File: config.mk
export PLATFORM = sky130hd
export DESIGN_NAME = lc4_iter_divider
export DESIGN_NICKNAME = d
export VERILOG_FILES = /design/src/rtl/lc4_iter_divider.sv
export SDC_FILE = /design/constraint.sdc
export NUM_CORES = 1
export LEC_CHECK = 0
export ABC_AREA = 1
export BUFFER_PORTS_ARGS = -buffer_cell sky130_fd_sc_hd__buf_4
export CAP_MARGIN = 20
export CELL_PAD_IN_SITES_DETAIL_PLACEMENT = 0
export CELL_PAD_IN_SITES_GLOBAL_PLACEMENT = 1
export CORE_MARGIN = 1
export CORE_UTILIZATION = 44
export CTS_CLUSTER_SIZE = 10
export DETAILED_ROUTE_END_ITERATION = 6
export HOLD_SLACK_MARGIN = 0.02
export PLACE_DENSITY_LB_ADDON = 0.12
export SYNTH_ARGS = -nofsm -noshare
export SYNTH_HDL_FRONTEND = slang
export SYNTH_HIERARCHICAL = 1
export SYNTH_SLANG_ARGS = --single-unit
File: constraint.sdc
create_clock -name clk -period 6.4 [get_ports clk]
set_clock_uncertainty 0.05 [all_clocks]
set_input_delay 0 -clock clk [delete_from_list [all_inputs] [get_ports clk]]
set_output_delay 0 -clock clk [all_outputs]
set_load 0.005 [all_outputs]
File: src/rtl/lc4_iter_divider.sv
// Multi-cycle unsigned 16/16 restoring divider built on cla16 subtractor stages.
// Optional macro LC4_DIV_ZERO_BYPASS_EN: divisor-0 requests finish one cycle after acceptance.

module cla16 (
    input  logic [15:0] a,
    input  logic [15:0] b,
    input  logic        cin,
    output logic [15:0] sum,
    output logic        cout
);
    logic [15:0] g;
    logic [15:0] p;
    logic [16:0] c;
    logic [3:0]  gg;
    logic [3:0]  gp;
    logic [4:0]  gc;

    assign g = a & b;
    assign p = a ^ b;

    always_comb begin
        for (int j = 0; j < 4; j++) begin
            gg[j] = g[4*j+3]
                  | (p[4*j+3] & g[4*j+2])
                  | (p[4*j+3] & p[4*j+2] & g[4*j+1])
                  | (p[4*j+3] & p[4*j+2] & p[4*j+1] & g[4*j]);
            gp[j] = &p[4*j +: 4];
        end
    end

    // Group-level lookahead, fully expanded so no carry ripples between groups.
    always_comb begin
        gc[0] = cin;
        gc[1] = gg[0] | (gp[0] & cin);
        gc[2] = gg[1] | (gp[1] & gg[0]) | (gp[1] & gp[0] & cin);
        gc[3] = gg[2] | (gp[2] & gg[1]) | (gp[2] & gp[1] & gg[0])
              | (gp[2] & gp[1] & gp[0] & cin);
        gc[4] = gg[3] | (gp[3] & gg[2]) | (gp[3] & gp[2] & gg[1])
              | (gp[3] & gp[2] & gp[1] & gg[0])
              | (gp[3] & gp[2] & gp[1] & gp[0] & cin);
    end

    always_comb begin
        c = '0;
        for (int j = 0; j < 4; j++) begin
            c[4*j] = gc[j];
            for (int i = 0; i < 3; i++) begin
                c[4*j+i+1] = g[4*j+i] | (p[4*j+i] & c[4*j+i]);
            end
        end
        c[16] = gc[4];
    end

    assign sum  = p ^ c[15:0];
    assign cout = c[16];
endmodule

// state  | meaning
// S_IDLE | waiting for i_start
// S_RUN  | iterating, STEPS_PER_CYCLE quotient bits per clock
// S_DONE | o_done pulse cycle; a new start may be accepted here
module lc4_iter_divider #(
    parameter int STEPS_PER_CYCLE = 1
) (
    input  logic        clk,
    input  logic        rst,
    input  logic        i_start,
    input  logic [15:0] i_dividend,
    input  logic [15:0] i_divisor,
    output logic        o_busy,
    output logic        o_done,
    output logic [15:0] o_quotient,
    output logic [15:0] o_remainder
);
    localparam int        ITERS   = 16 / STEPS_PER_CYCLE;
    localparam logic [4:0] ITERS_L = 5'(ITERS);

    typedef enum logic [1:0] {S_IDLE, S_RUN, S_DONE} state_t;

    state_t      state_q, state_d;
    logic [4:0]  cnt_q, cnt_d;
    logic [15:0] divisor_q, divisor_d;
    logic [15:0] shreg_q, shreg_d;
    logic [15:0] rem_q, rem_d;
    logic [15:0] res_quo_q, res_quo_d;
    logic [15:0] res_rem_q, res_rem_d;
    logic        busy_q, busy_d;
    logic        done_q, done_d;

    logic [15:0] r_ch  [0:STEPS_PER_CYCLE];
    logic [15:0] sh_ch [0:STEPS_PER_CYCLE];
    logic        div_zero;

    assign r_ch[0]  = rem_q;
    assign sh_ch[0] = shreg_q;
    assign div_zero = (divisor_q == 16'd0);

    for (genvar k = 0; k < STEPS_PER_CYCLE; k++) begin : g_step
        logic [16:0] t;
        logic [15:0] diff;
        logic        no_borrow;
        logic        sub;

        assign t = {r_ch[k], sh_ch[k][15]};

        // Carry-out of T + ~D + 1 is exactly the unsigned T[15:0] >= D compare.
        cla16 u_sub (
            .a    (t[15:0]),
            .b    (~divisor_q),
            .cin  (1'b1),
            .sum  (diff),
            .cout (no_borrow)
        );

        assign sub        = t[16] | no_borrow;
        assign r_ch[k+1]  = sub ? diff : t[15:0];
        assign sh_ch[k+1] = {sh_ch[k][14:0], sub};
    end

    always_comb begin
        state_d   = state_q;
        cnt_d     = cnt_q;
        divisor_d = divisor_q;
        shreg_d   = shreg_q;
        rem_d     = rem_q;
        res_quo_d = res_quo_q;
        res_rem_d = res_rem_q;

        case (state_q)
            S_IDLE, S_DONE: begin
                if (i_start) begin
                    state_d   = S_RUN;
                    divisor_d = i_divisor;
                    shreg_d   = i_dividend;
                    rem_d     = 16'd0;
                    cnt_d     = ITERS_L;
`ifdef LC4_DIV_ZERO_BYPASS_EN
                    if (i_divisor == 16'd0) begin
                        cnt_d = 5'd1;
                    end
`endif
                end else begin
                    state_d = S_IDLE;
                end
            end
            S_RUN: begin
                cnt_d = cnt_q - 5'd1;
`ifdef LC4_DIV_ZERO_BYPASS_EN
                if (!div_zero) begin
                    shreg_d = sh_ch[STEPS_PER_CYCLE];
                    rem_d   = r_ch[STEPS_PER_CYCLE];
                end
`else
                shreg_d = sh_ch[STEPS_PER_CYCLE];
                rem_d   = r_ch[STEPS_PER_CYCLE];
`endif
                if (cnt_q == 5'd1) begin
                    state_d   = S_DONE;
                    res_quo_d = div_zero ? 16'd0 : sh_ch[STEPS_PER_CYCLE];
                    res_rem_d = div_zero ? 16'd0 : r_ch[STEPS_PER_CYCLE];
                end
            end
            default: begin
                state_d = S_IDLE;
            end
        endcase

        busy_d = (state_d == S_RUN);
        done_d = (state_q == S_RUN) && (state_d == S_DONE);
    end

    always_ff @(posedge clk) begin
        if (rst) begin
            state_q   <= S_IDLE;
            cnt_q     <= 5'd0;
            divisor_q <= 16'd0;
            shreg_q   <= 16'd0;
            rem_q     <= 16'd0;
            res_quo_q <= 16'd0;
            res_rem_q <= 16'd0;
            busy_q    <= 1'b0;
            done_q    <= 1'b0;
        end else begin
            state_q   <= state_d;
            cnt_q     <= cnt_d;
            divisor_q <= divisor_d;
            shreg_q   <= shreg_d;
            rem_q     <= rem_d;
            res_quo_q <= res_quo_d;
            res_rem_q <= res_rem_d;
            busy_q    <= busy_d;
            done_q    <= done_d;
        end
    end

    assign o_busy      = busy_q;
    assign o_done      = done_q;
    assign o_quotient  = res_quo_q;
    assign o_remainder = res_rem_q;
endmodule
==> summary.md, run 1 <==
| Metric | Value |
|---|---|
| DP Worst Slack | between 3 and 4 ns |
| Antenna Cells | 0 |
| Antenna-violating nets left | 0 |
| R2r setup slk | approximately 3.3 ns |
| CTS Buf Count | 9 |
| CP Launch Type | flip-flop |
| Critical path buffers and inverters | 2 |
| Worst Tran Pin Value | between 0.8 and 0.9 ns |
| CP delay by family, top | simple AND/OR/NAND/NOR gates |
| Crit path required time | about 6.6 ns |
| Critical setup path kind | flip-flop to flip-flop |
| GPL Wtd Cong | roughly 0.80 |
| Hold Slack | about 0.33 ns |
| Routed via count | 4126 |
| RSZ-0062 raised after global routing | false |
| GRT Util Overall | about a fifth |
| Core area | between 0.009 and 0.01 sq mm |
| CP max stage cell | nor2_2 |
| Crit-path cells | inv_1 > ha_1 > nand2_1 > nand2_1 > nor2_1 > nand2_2 > nand2_2 > nand2_2 > nand2_1 > nand2_1 > nor2_2 > o21ai_0 > a21oi_1 > nor2_1 > dlygate4sd3_1 |
| Worst-path maximum fanout | 18 |
| Finished Layout Cells | slightly below 900 |
| Worst reg2reg path depth | 15 |
| Layout cells sized above 1 | between 10% and 20% |
| Max IR drop VDD | about 130 uV |
| Cell Rows | 36 |
| Initial antenna violation count | 0 |
| Buffers on Ports | 68 |
| Cell area power density | 232.3 mW/mm^2 |
| RR Startpoint | divisor_q[3] |
| Worst Slack Setup Final | 3.304 ns |
| Leak | approximately 2.6 nW |
| WL per Instance | about 13 um |
| Synth unique cells | 35 |
| #FFs+latches synth | 89 |
| R2r endpoint | shreg_q[0] |
| Total power | 1.318 mW |
| Post-Place Cells | 819 |
| Die area | about 0.011 sq mm |
| Number of synthesized flops with an enable pin | 0 |
| Slew HR | between 40 and 50% |
| First-pass GRT wire length | approximately 18000 um |
| Final nets | between 700 and 800 |
| CTS tree | yes |
| I/O pin cnt | slightly below 70 |
| Synth async-reset ratio | 0% |
| Max-cap viol count | 0 |
| Synthesized area per cell | around 7 sq um |
| Seq/Total Area, Yosys | 38.83% |
| Hold Crit Depth | 3 |
| Grt total ovfl | 0 |
| Hold wc startpoint | i_start |
| Max-slew violations | 0 |
| Clk Latency, worst-skew pair | roughly 0.36 ns |
| Mapped cell area | between 0.004 and 0.005 sq mm |
| Final Hold Vio Count | 0 |
| Hold-fix buffers, CTS | 34 |
| Post-CTS Setup Inserts | 0 |
| Die H | ~100 um |
| Fin crit period | roughly 3.1 ns |
| Worst-path clk slew | ~0.09 ns |
| Pre-Repair DR Iteration Count | 5 |
| Die Wd | 104.1 um |
| # setup viols final | 0 |
| Run status | complete, no violations |
| Leading area contributor after synthesis | dfxtp_1 |
| CP arrival | approximately 3.3 ns |
| Prevailing post-synth register cell | dfxtp_1 |
| WHS Endpoint | divisor_q[13] |
| Initial core utilization | 46.09% |
| HPWL Detailed | between 7000 and 8000 um |
| CP max stage delay | ~0.65 ns |
| PostCTS Resize Cnt | 0 |
| Setup TNS Final | 0 ns |
| Largest net degree at the start of global routing | 38 |
| Yosys top cell area share | between 30 and 40% |
| DR iter-0 viols | about 200 |
| Cell mode on critical path | nand2_1 |
| F_max | 323.0 MHz |
| Vias per inst | 4.748 |
| Leading post-synthesis cells by cell area | dfxtp_1, nand2_1, a21oi_1, inv_1, fa_1 |
| Crit share post-route | 48.38% |
| Post-Route WL | 10880 um |
| Layout area overhead | 23.73% |
| Setup crit end kind | flip-flop |
| H-tree levels | 3 |
| Root Buffer Master | clkbuf_8 |
| Clock Sinks | 89 |
| Instance count of the mapped netlist | roughly 650 |
| Number of global-route vias before repair | around 3800 |
| Drt drc | 0 |
| YS warnings | 6 |
| Hold Path Class | input port to flip-flop |
| Clock Path Buffers | 2 |
-- layout make-up --
| type | instances | area [sq um] |
|---|---|---|
| Fill cell | 976 | 4278 |
| Clock inverter | 5 | 62.56 |
| Tap cell | 133 | 166.4 |
| Multi-Input combinational cell | 443 | 2335 |
| Inverter | 84 | 316.6 |
| Sequential cell | 89 | 1782 |
| Timing Repair Buffer | 104 | 873.3 |
| Clock buffer | 11 | 141.4 |
-- power by group --
part	switching [mW]	total, mW	internal, mW
logic	0.188	0.308	0.120
registers	0.0224	0.610	0.588
clock network	0.206	0.400	0.194
total	0.416	1.32	0.902
-- metal layers --
layer  vias up  global-route usage, %  routed length [um]
li1       2171                      -                   -
met1      1856                  29.80                5587
met2        95                  32.38                4768
met3         4                  4.073                 464
met4         0                  5.612                  57
met5         -                      0                   0
-- worst min-delay path, cell delays in order --
cell,delay (ns)
buf_4,0.08
nand2_2,0.36
a21oi_1,0.26
-- synth_stat cells, types with 2 or more instances --
cell type,number
a21oi_2,8
xnor2_1,2
buf_2,10
xor2_1,2
buf_1,3
dfxtp_1,89
a41oi_1,2
buf_4,3
a31oi_1,15
nor2_1,26
inv_1,76
fa_1,12
nand2_1,247
nand3_1,6
clkbuf_1,11
inv_2,6
nor2_2,3
nor3_1,2
o21ai_0,19
buf_6,3
ha_1,18
nand2_2,6
o22ai_1,2
nand4_1,2
a21oi_1,62
-- kinds of logic (layout without fill, tap and decap cells) --
| logic type | count (synthesis) | after routing | share of synthesized area (%) |
|---|---|---|---|
| other | 1 | 2 | 0.08173 |
| xor gates and xnor gates | 4 | 4 | 0.7637 |
| buffers and inverters | 114 | 204 | 10.36 |
| AOI/OAI and AO/OA | 109 | 109 | 13.23 |
| adders and majority gates | 30 | 30 | 10.14 |
| and+or+nand+nor | 298 | 298 | 26.59 |
| DFF | 89 | 89 | 38.83 |
-- state kept, by name (all words and copies together) (netlist names) --
name / count
cnt_q: 5
divisor_q: 16
o_busy: 1
o_done: 1
o_quotient: 16
o_remainder: 16
rem_q: 16
shreg_q: 16
state_q: 2
-- stage by stage --
stage | cell area (sq um) | util, %
after floorplan | 4592 | -
after global placement | 5117 | 51.41
after detailed placement | 5132 | 51.56
after CTS | 5677 | 57.03
after global routing | 5677 | 57.03
final | 5677 | 57.03
-- placed cells by master (no fill, tap or decap), drive strengths merged, types with 3 or more instances in the layout --
cell type and instances:
buf 70, nand2 254, fa 12, nor3 3
dlygate4sd3 34, dfxtp 89, a21oi 70, a31oi 15
nand3 7, ha 18, nand4 3, o21ai 19
nor2 30, inv 84, clkbuf 11
-- how the worst max path moves through the flow --
stage | from | endpoint | slack (ns) | depth (start not counted)
2_1_floorplan | divisor_q[7] | rem_q[15] | 3.65 | 16
3_3_place_gp | divisor_q[3] | o_remainder[1] | 3.43 | 16
3_5_place_dp | divisor_q[11] | o_remainder[15] | 3.41 | 16
4_1_cts | divisor_q[3] | shreg_q[0] | 3.33 | 15
5_1_grt | divisor_q[3] | shreg_q[0] | 3.02 | 15
6_report | divisor_q[3] | shreg_q[0] | 3.30 | 15
(Power assumes the default switching activity.)
==> inputs of run 2 (changes only) <==
ABC_AREA = 0   (was 1)
CORE_UTILIZATION = 43   (was 44)
clock period = 2.95 ns   (was 6.4 ns; I/O delays follow)
==> summary.md, run 2 <==
| Metric | Value |
|---|---|
| H-tree levels | 3 |
| Number of global-route vias before repair | ~3500 |
| First-pass GRT wire length | roughly 16000 um |
| Cell Rows | 35 |
| Number of synthesized flops with an enable pin | 0 |
| Setup crit end kind | flip-flop |
| Critical setup path kind | flip-flop to flip-flop |
| I/O pin cnt | approximately 70 |
| CTS tree | yes |
| Hold Slack | 0.1041 ns |
| Hold Path Class | input port to flip-flop |
| Leading area contributor after synthesis | dfxtp_1 |
| GRT Util Overall | roughly a fifth |
| Instance count of the mapped netlist | 428 |
| Prevailing post-synth register cell | dfxtp_1 |
| Synth unique cells | 42 |
| # setup viols final | 1 |
| Crit share post-route | 101.2% |
| Post-Place Cells | approximately 640 |
| CTS Buf Count | 9 |
| Synth async-reset ratio | 0% |
| DR iter-0 viols | around 120 |
| Grt total ovfl | 0 |
| Most frequent cell after synthesis | dfxtp_1 |
| Slew HR | between 30% and 40% |
| Yosys top cell area share | between 40% and 50% |
| Seq pwr share | 27.9% |
| Drt drc | 0 |
| Crit path required time | 3.11 ns |
| Commonest non-fill, non-tap cell in the layout | buf_4 |
| F_max | 334.8 MHz |
| Seq/Total Area, Yosys | 43.61% |
| Max IR drop VDD | around 600 uV |
| Leak | 2.436 nW |
| #FFs+latches synth | approximately 90 |
| Worst-path maximum fanout | 2 |
| Run status | complete, but fails checks |
| Top cells by count, synth | dfxtp_1, nand2_1, a21oi_1, inv_1, nor2_1 |
| Root Buffer Master | clkbuf_8 |
| Vias per inst | between 5 and 6 |
| Die area | roughly 0.01 sq mm |
| CP arrival | 3.14 ns |
| Comb power frac | between 50% and 60% |
| CP max stage cell | fa_2 |
| RSZ-0062 raised after global routing | true |
| Initial core utilization | 44.21% |
| Finished Layout Cells | about 700 |
| Max-cap viol count | 0 |
| Routed via count | ~3500 |
| Max-slew violations | 0 |
| Mapped cell area | 0.004085 sq mm |
| Post-Route WL | between 9000 and 10000 um |
| Leading post-synthesis cells by cell area | dfxtp_1, a22o_1, fa_1, ha_1, a21oi_1 |
| Layout cells sized above 1 | between 30% and 40% |
| Layout area overhead | 39.05% |
| Clock Sinks | just under 90 |
| Core area | between 0.009 and 0.01 sq mm |
| CP max stage delay | 0.35 ns |
| Clk Latency, worst-skew pair | 0.35 ns |
| Cell mode on critical path | fa_2 |
| Buffers on Ports | 68 |
| GPL Wtd Cong | between 0.7 and 0.8 |
| Synthesized area per cell | ~9.5 sq um |
| Antenna-violating nets left | 0 |
| Clock share of power | around 16% |
| Failing checks | negative setup slack |
| WL per Instance | between 10 and 15 um |
| Sw Share | 37.30% |
| YS warnings | 6 |
| Worst Slack Setup Final | -0.03654 ns |
| Worst Tran Pin Value | 0.9584 ns |
| HPWL Detailed | ~6500 um |
| Initial antenna violation count | 0 |
| CP delay by family, top | adder cells |
| Clock Path Buffers | 2 |
| Crit-path cells | inv_2 > ha_4 > a21oi_2 > nor2_2 > nor3_2 > o21ai_2 > fa_2 > fa_2 > fa_2 > xor2_1 > mux2_4 > a22oi_2 > nor2_1 |
| Worst-path clk slew | 0.09 ns |
| Pre-Repair DR Iteration Count | 4 |
| Die Wd | between 90 and 100 um |
| Final nets | roughly 620 |
| Fin crit period | roughly 3 ns |
| Largest net degree at the start of global routing | 59 |
| Antenna Cells | 0 |
| Commonest non-fill, non-tap cells in the layout | buf_4, dfxtp_1, nand2_1, a21oi_1, dlygate4sd3_1 |
| Pint | roughly 3.3 mW |
| Psw | ~2.0 mW |
| Die H | just under 100 um |
| Cell area power density | roughly 930 mW/mm^2 |
| Final Hold Vio Count | 0 |
| Critical path buffers and inverters | 1 |
| CP Launch Type | flip-flop |
==> run 2: changes by cell type in the layout (fill, tap and decap cells not counted), sizes merged, moves of 8 or more <==
| cell | before | now |
|---|---|---|
| nand2 | 254 | 52 |
| inv | 84 | 34 |
| buf | 70 | 113 |
| a21oi | 70 | 42 |
| a22o | 0 | 28 |
| a22oi | 0 | 27 |
| o21ai | 19 | 3 |
| a31oi | 15 | 0 |
| mux2 | 0 | 13 |
| nor2b | 0 | 8 |
| o2bb2ai | 0 | 8 |
==> run 2: routing by layer <==
metal / track usage (%) / share of wire (%) / wire, um
met5: 0 / 0 / 0
met3: 2.670 / 3.5 / 343
met1: 27.83 / 47 / 4619
met4: 7.579 / 1.7 / 168
met2: 34.40 / 48 / 4712
==> run 2: final timing paths <==
check | start | end | slack (ns) | cells past startpoint
min | rst | o_busy | 0.10 | 2
max reg2reg | divisor_q[0] | rem_q[11] | -0.04 | 13
min reg2reg | divisor_q[13] | divisor_q[13] | 0.43 | 2
max | divisor_q[0] | rem_q[11] | -0.04 | 13
==> run 2: per-stage QoR <==
step	setup TNS [ns]	power [mW]	setup slack, ns	util (%)	area (sq um)
floorplan	-0.01734	3.231	-0.01734	-	4099
finish	-0.03654	5.294	-0.03654	61.48	5680
global route	-0.6648	5.713	-0.1849	61.48	5680
global placement	-1.033	3.959	-0.2473	53.22	4917
CTS	-0.1590	5.200	-0.06451	60.96	5633
detailed placement	-1.186	3.981	-0.2699	53.22	4917
==> run 2: area by class of cell <==
| type | instances | area, sq um |
|---|---|---|
| sequential | 89 | 1802 |
| clock buffer | 9 | 123.9 |
| tap | 129 | 161.4 |
| fill | 819 | 3560 |
| timing repair buffer | 145 | 1169 |
| inverter | 32 | 120.1 |
| clock inverter | 6 | 67.56 |
| multi-input combinational | 281 | 2237 |
==> run 2: what timing repair did <==
item | in CTS | in global routing
setup buffers | 5 | 1
gates cloned | 0 | 0
pin swaps | 13 | 8
hold endpoints to repair | 32 | 0
endpoints found under the setup margin | 11 | 11
hold buffers | 32 | 0
gates resized for setup | 43 | 14
==> run 2: worst reg2reg max path: stages, from the launching register on <==
cell	delay, ns
dfxtp_2	0.33
inv_2	0.07
ha_4	0.19
a21oi_2	0.13
nor2_2	0.07
nor3_2	0.22
o21ai_2	0.09
fa_2	0.35
fa_2	0.34
fa_2	0.35
xor2_1	0.17
mux2_4	0.29
a22oi_2	0.15
nor2_1	0.05
==> run 2: cells by family (layout without fill, tap and decap cells) <==
group,count (synthesis),after routing,share of synthesized area (%)
other,1,2,0.09180
adder cells (fa/ha/maj),30,30,11.39
flip-flops,89,89,43.61
buffers and inverters,59,192,6.769
AND/OR/NAND/NOR,113,113,12.93
XOR/XNOR,4,4,0.8577
AO/OA/AOI/OAI,115,115,19.79
multiplexers,17,17,4.564
==> run 2: power groups by stage <==
| stage | clock (mW) | sequential (mW) | combinational, mW |
|---|---|---|---|
| CTS | 0.862 | 1.47 | 2.87 |
| detailed placement | 0 | 1.47 | 2.51 |
| global placement | 0 | 1.47 | 2.49 |
| finish | 0.840 | 1.48 | 2.98 |
| global route | 0.908 | 1.49 | 3.31 |
| floorplan | 0 | 1.47 | 1.76 |
